$ cat src/rtl/data_bus_arbiter.sv
// Two-requester round-robin arbiter for the core data-memory port.
// Granted requester IDs are queued in order so each response returns to its issuer.
module data_bus_arbiter #(
   parameter int unsigned ADDR_W          = 32,
   parameter int unsigned DATA_W          = 32,
   parameter int unsigned MAX_OUTSTANDING = 2
) (
   input  logic                               clk_i,
   input  logic                               rst_ni,
   input  logic                               m0_req_i,
   input  logic [ADDR_W-1:0]                  m0_addr_i,
   input  logic                               m0_we_i,
   input  logic [DATA_W/8-1:0]                m0_be_i,
   input  logic [DATA_W-1:0]                  m0_wdata_i,
   output logic                               m0_gnt_o,
   output logic                               m0_rvalid_o,
   output logic [DATA_W-1:0]                  m0_rdata_o,
   output logic                               m0_err_o,
   input  logic                               m1_req_i,
   input  logic [ADDR_W-1:0]                  m1_addr_i,
   input  logic                               m1_we_i,
   input  logic [DATA_W/8-1:0]                m1_be_i,
   input  logic [DATA_W-1:0]                  m1_wdata_i,
   output logic                               m1_gnt_o,
   output logic                               m1_rvalid_o,
   output logic [DATA_W-1:0]                  m1_rdata_o,
   output logic                               m1_err_o,
   output logic                               mem_req_o,
   output logic [ADDR_W-1:0]                  mem_addr_o,
   output logic                               mem_we_o,
   output logic [DATA_W/8-1:0]                mem_be_o,
   output logic [DATA_W-1:0]                  mem_wdata_o,
   input  logic                               mem_gnt_i,
   input  logic                               mem_rvalid_i,
   input  logic [DATA_W-1:0]                  mem_rdata_i,
   input  logic                               mem_err_i,
   output logic [$clog2(MAX_OUTSTANDING):0]   outstanding_o,
   output logic                               unexpected_rvalid_o,
   output logic                               state_o
);

   // Handshake: a request is transferred in the cycle mem_req_o & mem_gnt_i;
   // once forwarded, the selected request stays on mem_* until that cycle.
   localparam int unsigned PTR_W = (MAX_OUTSTANDING > 1) ? $clog2(MAX_OUTSTANDING) : 1;
   localparam int unsigned CNT_W = $clog2(MAX_OUTSTANDING) + 1;

   typedef enum logic {IDLE = 1'b0, HOLD = 1'b1} state_e;

   state_e            state_q, state_d;
   logic              sel, sel_q, rr_q, fwd, grant, push, pop, full, empty, head_id;
   logic              id_mem_q [MAX_OUTSTANDING];
   logic [PTR_W-1:0]  wr_ptr_q, rd_ptr_q;
   logic [CNT_W-1:0]  count_q;

   function automatic logic [PTR_W-1:0] ptr_inc(input logic [PTR_W-1:0] p);
      return (p == PTR_W'(MAX_OUTSTANDING - 1)) ? '0 : p + PTR_W'(1);
   endfunction

   assign full    = (count_q == CNT_W'(MAX_OUTSTANDING));
   assign empty   = (count_q == '0);
   assign head_id = id_mem_q[rd_ptr_q];

   always_comb begin
      state_d = state_q;
      sel     = 1'b0;
      fwd     = 1'b0;
      unique case (state_q)
         IDLE: begin
            if (!full && (m0_req_i || m1_req_i)) begin
               fwd = 1'b1;
               sel = (m0_req_i && m1_req_i) ? rr_q : m1_req_i;
               if (!mem_gnt_i) state_d = HOLD;
            end
         end
         HOLD: begin
            // Only the latched requester is considered; a dropped req abandons it.
            sel     = sel_q;
            fwd     = sel_q ? m1_req_i : m0_req_i;
            state_d = (fwd && !mem_gnt_i) ? HOLD : IDLE;
         end
         default: state_d = IDLE;
      endcase
   end

   always_comb begin
      mem_addr_o  = '0;
      mem_we_o    = 1'b0;
      mem_be_o    = '0;
      mem_wdata_o = '0;
      if (fwd) begin
         if (sel) begin
            mem_addr_o  = m1_addr_i;
            mem_we_o    = m1_we_i;
            mem_be_o    = m1_be_i;
            mem_wdata_o = m1_wdata_i;
         end else begin
            mem_addr_o  = m0_addr_i;
            mem_we_o    = m0_we_i;
            mem_be_o    = m0_be_i;
            mem_wdata_o = m0_wdata_i;
         end
      end
   end

   assign mem_req_o = fwd;
   assign grant     = fwd & mem_gnt_i;
   assign m0_gnt_o  = grant & ~sel;
   assign m1_gnt_o  = grant & sel;
   assign push      = grant;
   assign pop       = mem_rvalid_i & ~empty;

   assign m0_rvalid_o = pop & ~head_id;
   assign m1_rvalid_o = pop & head_id;
   assign m0_rdata_o  = m0_rvalid_o ? mem_rdata_i : '0;
   assign m1_rdata_o  = m1_rvalid_o ? mem_rdata_i : '0;
   assign m0_err_o    = m0_rvalid_o & mem_err_i;
   assign m1_err_o    = m1_rvalid_o & mem_err_i;

   assign outstanding_o = count_q;
   assign state_o       = (state_q == HOLD);

   always_ff @(posedge clk_i or negedge rst_ni) begin
      if (!rst_ni) begin
         state_q             <= IDLE;
         sel_q               <= 1'b0;
         rr_q                <= 1'b0;
         wr_ptr_q            <= '0;
         rd_ptr_q            <= '0;
         count_q             <= '0;
         unexpected_rvalid_o <= 1'b0;
         for (int i = 0; i < int'(MAX_OUTSTANDING); i++) id_mem_q[i] <= 1'b0;
      end else begin
         state_q <= state_d;
         if (state_q == IDLE && fwd && !mem_gnt_i) sel_q <= sel;
         if (grant) rr_q <= ~sel;
         if (push) begin
            id_mem_q[wr_ptr_q] <= sel;
            wr_ptr_q           <= ptr_inc(wr_ptr_q);
         end
         if (pop) rd_ptr_q <= ptr_inc(rd_ptr_q);
         count_q <= count_q + CNT_W'(push) - CNT_W'(pop);
         if (mem_rvalid_i && empty) unexpected_rvalid_o <= 1'b1;
      end
   end

endmodule

$ cat config.mk
export PLATFORM = sky130hd
export DESIGN_NAME = data_bus_arbiter
export DESIGN_NICKNAME = d
export VERILOG_FILES = /design/src/rtl/data_bus_arbiter.sv
export SDC_FILE = /design/constraint.sdc
export NUM_CORES = 1
export LEC_CHECK = 0
export CAP_MARGIN = 0
export CORE_AREA = 3 3 122 124
export CTS_CLUSTER_SIZE = 40
export DETAILED_ROUTE_END_ITERATION = 10
export DIE_AREA = 0 0 125 127
export PLACE_DENSITY = 0.68
export SYNTH_ARGS = -nofsm -noshare
export SYNTH_HDL_FRONTEND = slang
export SYNTH_SLANG_ARGS = --single-unit
$ cat constraint.sdc
create_clock -name clk_i -period 2.1 [get_ports clk_i]
set_input_delay 0.315 -clock clk_i [delete_from_list [all_inputs] [get_ports clk_i]]
set_output_delay 0.315 -clock clk_i [all_outputs]
set_load 0.1 [all_outputs]
After elaboration in Yosys (flattened, before gate mapping)
Cells that the tools add are included.

Add/sub/neg operators: 4. Magnitude comparators: 3. Eq/ne operators: 1. Multiplexer cells: 28. Bitwise operators: 14. Reductions and logical operators: 11.

Operator list (number): $mux 32 (6); $mux 1 (15); $and 1x1->1 (8); $mux 4 (2); $logic_and 1x1->1 (7); $pmux 1 s2 (3); $ge 2x2->1 const B (2); $not 1->1 (4); $not 1->2 (2); $add 1x1->1 const B (2); $add 2x1->2 (1); $bwmux 2 (1); $eq 2x2->1 const B (1); $logic_not 1->1 (2); $logic_not 2->1 (1); $lt 2x1->1 const B (1); $sub 2x1->2 (1); $demux 1 s1 (1); $logic_or 1x1->1 (1).

Bits in registers: 10. Bits of input ports: 177. Output and inout port bits: 144.

Longest topological paths before layout
Depth in word-level cells: 8. Gate-level depth with buffers: 10. Depth with buffers taken out: 9.

Worst setup path before layout
OpenSTA, ideal clock, no wires.

Path kind: register -> output. From: register count_q[0] (netlist: outstanding_o[0]). To: output port m1_gnt_o. Data arrival time: 3.154 ns. Data required time: 1.785 ns. Path slack: -1.369 ns. Stages on the path, launching flop included: 7. Path buffers: 1. Path through: dfrtp_1 nor3b_1 a211o_1 buf_6 inv_4 nand2_1 nor2_1.

Longest elaborated chain between the ends: 7. Elaborated cells on any way between the ends: 9.

RTL lines: start, declared (line 53) `logic [CNT_W-1:0] count_q;`; start signal, assigned (line 141) `count_q <= count_q + CNT_W'(push) - CNT_W'(pop);`; $eq 2x2->1 (line 59) `assign full = (count_q == CNT_W'(MAX_OUTSTANDING));`; $logic_not 1->1 (line 69) `if (!full && (m0_req_i || m1_req_i)) begin`; $logic_and 1x1->1 (line 69); $mux 1 (line 69); $pmux 1 s2 (line 67) `unique case (state_q)`; named net mem_req_o (line 28) `output logic mem_req_o,`; $and 1x1->1 (line 106) `assign grant = fwd & mem_gnt_i;`; $and 1x1->1 (line 108) `assign m1_gnt_o = grant & sel;`; end, declared (line 24) `output logic m1_gnt_o,`.

The timed path passes the listed nets, and every way through them passes these cells.

Worst setup path in the final report
From: register count_q[0] (netlist: outstanding_o[0]). To: output port mem_wdata_o[1].

Longest elaborated chain between the ends: 7. Elaborated cells on any way between the ends: 9.

RTL lines: $eq 2x2->1 * (line 59); $logic_not 1->1 * (line 69); $logic_and 1x1->1 * (line 69); $mux 1 (line 69); $pmux 1 s2 (line 67); $mux 32 (line 91) `if (sel) begin`; $mux 32 * (line 90) `if (fwd) begin`; end, declared (line 32) `output logic [DATA_W-1:0] mem_wdata_o,`.

Mark *: on every way between the ends. The rest lies on a longest branch, timed or not.

==> impl_metrics.csv <==
group,metric,value,unit
status,status,"finished with violations",
status,violations,"negative setup slack",
finish,design_area,8450,um^2
clocking,clk_pin_slew,0.04,ns
logic_synthesis,ys_warn_count,0,
placed_design,placed_area,7440,um^2
route,vias,3415,
floorplanning,rows,43,
route,via_per_inst,4.18,
clocking,clk_path_buf_depth,2,
floorplanning,core,13900,um^2
route,wire_per_inst,18.1,um
sta,tightest_slew,0.483,ns
finish,final_nets,817,
clocking,numCtsBuffers,3,
route,wl,14800,um
clocking,cts_tree,"done",
finish,area_growth,304,%
finish,fillers,1029,
worst_setup_path,endpoint_kind,"output port",
logic_synthesis,synth.area.top_cells,"mux2i_1 (34%), and2_1 (20%), nor2_1 (13%)",
job,drv_cap,0,
sta,slew_violations,0,
logic_synthesis,yosys.area.top_type,"mux2i_1",
sta,timing.final.ws_setup,-0.300,ns
logic_synthesis,netlist_area,2090,um^2
placed_design,io_buffers,320,
finish,layout_commonest_cell,"clkdlybuf4s50_1",
logic_synthesis,ys_ff_latch,10,
hold_path,hold_path.class,"input pin to asynchronous set/reset pin",
worst_setup_path,critPathLaunchType,"flip-flop",
logic_synthesis,syn-instance-count,276,
clocking,clkLatencyLatePin,0.24,ns
worst_setup_path,worstSetupPathType,"flip-flop to output port",
worst_setup_path,required,1.78,ns
sta,worst_clock_skew,0.000823,ns
placed_design,post-dp-hpwl,12100,um
sta,rsz0062_at_grt,"yes",
grt,grt_start_max_net_pins,53,
logic_synthesis,yosysTopAreaCellShare,34.4,%
clocking,cts_root_buf,"clkbuf_16",
floorplanning,start_util,15.1,%
sta,setup_viol,71,
route,ant_nets,0,
sta,hold_viol,0,
clocking,hold_buffers,0,
logic_synthesis,ys.flop_type,"dfrtp_1",
route,dr.first_iter.drc_count,40,
logic_synthesis,ys_seq_area_share,12.0,%
clocking,htreeDepth,1,
sta,finalCriticalPeriod,2.40,ns
floorplanning,io_pins,321,
sta,fmax,417,MHz
logic_synthesis,synth-edff-count,0,
logic_synthesis,syn_nets,455,
floorplanning,die-area,15900,um^2
worst_setup_path,arrival,2.09,ns
logic_synthesis,synth-async-reset-ratio,100,%
placed_design,gp_congestion,0.823,
grt,grt_use_total,16.1,%
finish,drive_gt1_share,61.2,%
finish,mostFrequentLayoutCells,"clkdlybuf4s50_1 (174), buf_12 (145), and2_4 (59)",
clocking,cts_sinks,10,
route,dr.pass1.iters,4,
grt,grt.overflow.total,0,
worst_setup_path,cp_max_fo,6,
sta,fin_crit_sh,114,%
route,drc,0,
grt,first_global_vias,3601,
logic_synthesis,ys_types,29,
logic_synthesis,synth_area_per_cell,7.58,um^2
floorplanning,die_height,127,um
finish,antenna_cells,0,
finish,fin_util,60.9,%
grt,grt_pass1_wl,20300,um
floorplanning,die_w,125,um
sta,relSlewSlack,67.7,%
grt,antenna_found_initial,0,
-- through the flow --
step	worst slack, ns	hold slack (ns)	TNS [ns]	instances
floorplan	-0.919	0.0194	-50.10	276
global placement	-0.297	0.443	-17.13	786
detailed placement	-0.360	0.450	-21.55	786
CTS	-0.329	0.417	-18.88	801
global route	-0.363	0.433	-22.37	817
finish	-0.300	0.409	-16.95	817
-- cell type report --
type,instances,area [um^2],share of cell area [%]
flip-flops and latches,10,262,3.09
well taps,180,225,2.66
repair buffers,379,5360,63.5
clock buffers,4,88.8,1.05
inverters,5,21.3,0.252
multi-input cells,239,2490,29.5
-- Yosys cell counts (2+ instances only) --
library cell,n
a21o_1,2
and2_1,67
buf_12,6
buf_2,4
buf_6,2
clkbuf_1,9
dfrtp_1,10
ha_1,2
inv_1,4
mux2i_1,72
nand2_1,3
nor2_1,74
nor2b_1,2
xnor2_1,4
-- layer usage --
layer  vias up  global-route usage (%)  routed length [um]
li1       1625                       -                   -
met1      1566                    16.6                4940
met2       206                    33.4                8470
met3        18                    3.22                1090
met4         0                    2.68                 320
met5         -                       0                   0
-- path summary, 6_finish.rpt --
kind | cells past startpoint | slack [ns] | startpoint | end
max | 9 | -0.30 | outstanding_o[0] | mem_wdata_o[1]
min | 1 | 0.41 | rst_ni | unexpected_rvalid_o
max reg2reg | 9 | 0.08 | outstanding_o[1] | outstanding_o[1]
min reg2reg | 1 | 0.46 | unexpected_rvalid_o | unexpected_rvalid_o
max in group asynchronous | 1 | 1.32 | rst_ni | state_o
min in group clk_i | 1 | 0.46 | unexpected_rvalid_o | unexpected_rvalid_o
-- worst max-delay path: stages (launching register included) --
cell      delay [ns]
dfrtp_4         0.47
nand2b_4        0.16
a41oi_4         0.21
buf_6           0.15
buf_6           0.11
buf_12          0.13
buf_8           0.12
mux2i_1         0.08
nor2_1          0.20
buf_12          0.21
-- sequential cells by signal, indices dropped and copies added (netlist names) --
signal	count
outstanding_o	2
id_mem_q	2
rd_ptr_q	1
wr_ptr_q	1
unexpected_rvalid_o	1
rr_q	1
state_o	1
sel_q	1
-- kinds of logic after synthesis --
logic type | synth area share, %
multiplexers | 34.4
AO/OA/AOI/OAI | 3.29
XOR/XNOR | 1.67
adder cells (fa/ha/maj) | 1.20
buffers and inverters | 11.1
AND/OR/NAND/NOR | 36.3
flip-flops | 12.0
-- timing repair --
action / in CTS / in global routing
setup buffers: 8 / 13
gates cloned: 3 / 4
endpoints found under the setup margin: 84 / 79
pin swaps: 26 / 21
gates resized for setup: 60 / 79
Power is left out: the tool's default activity adds up to more than one toggle a clock period on the data nets, which glitch-free logic cannot reach.
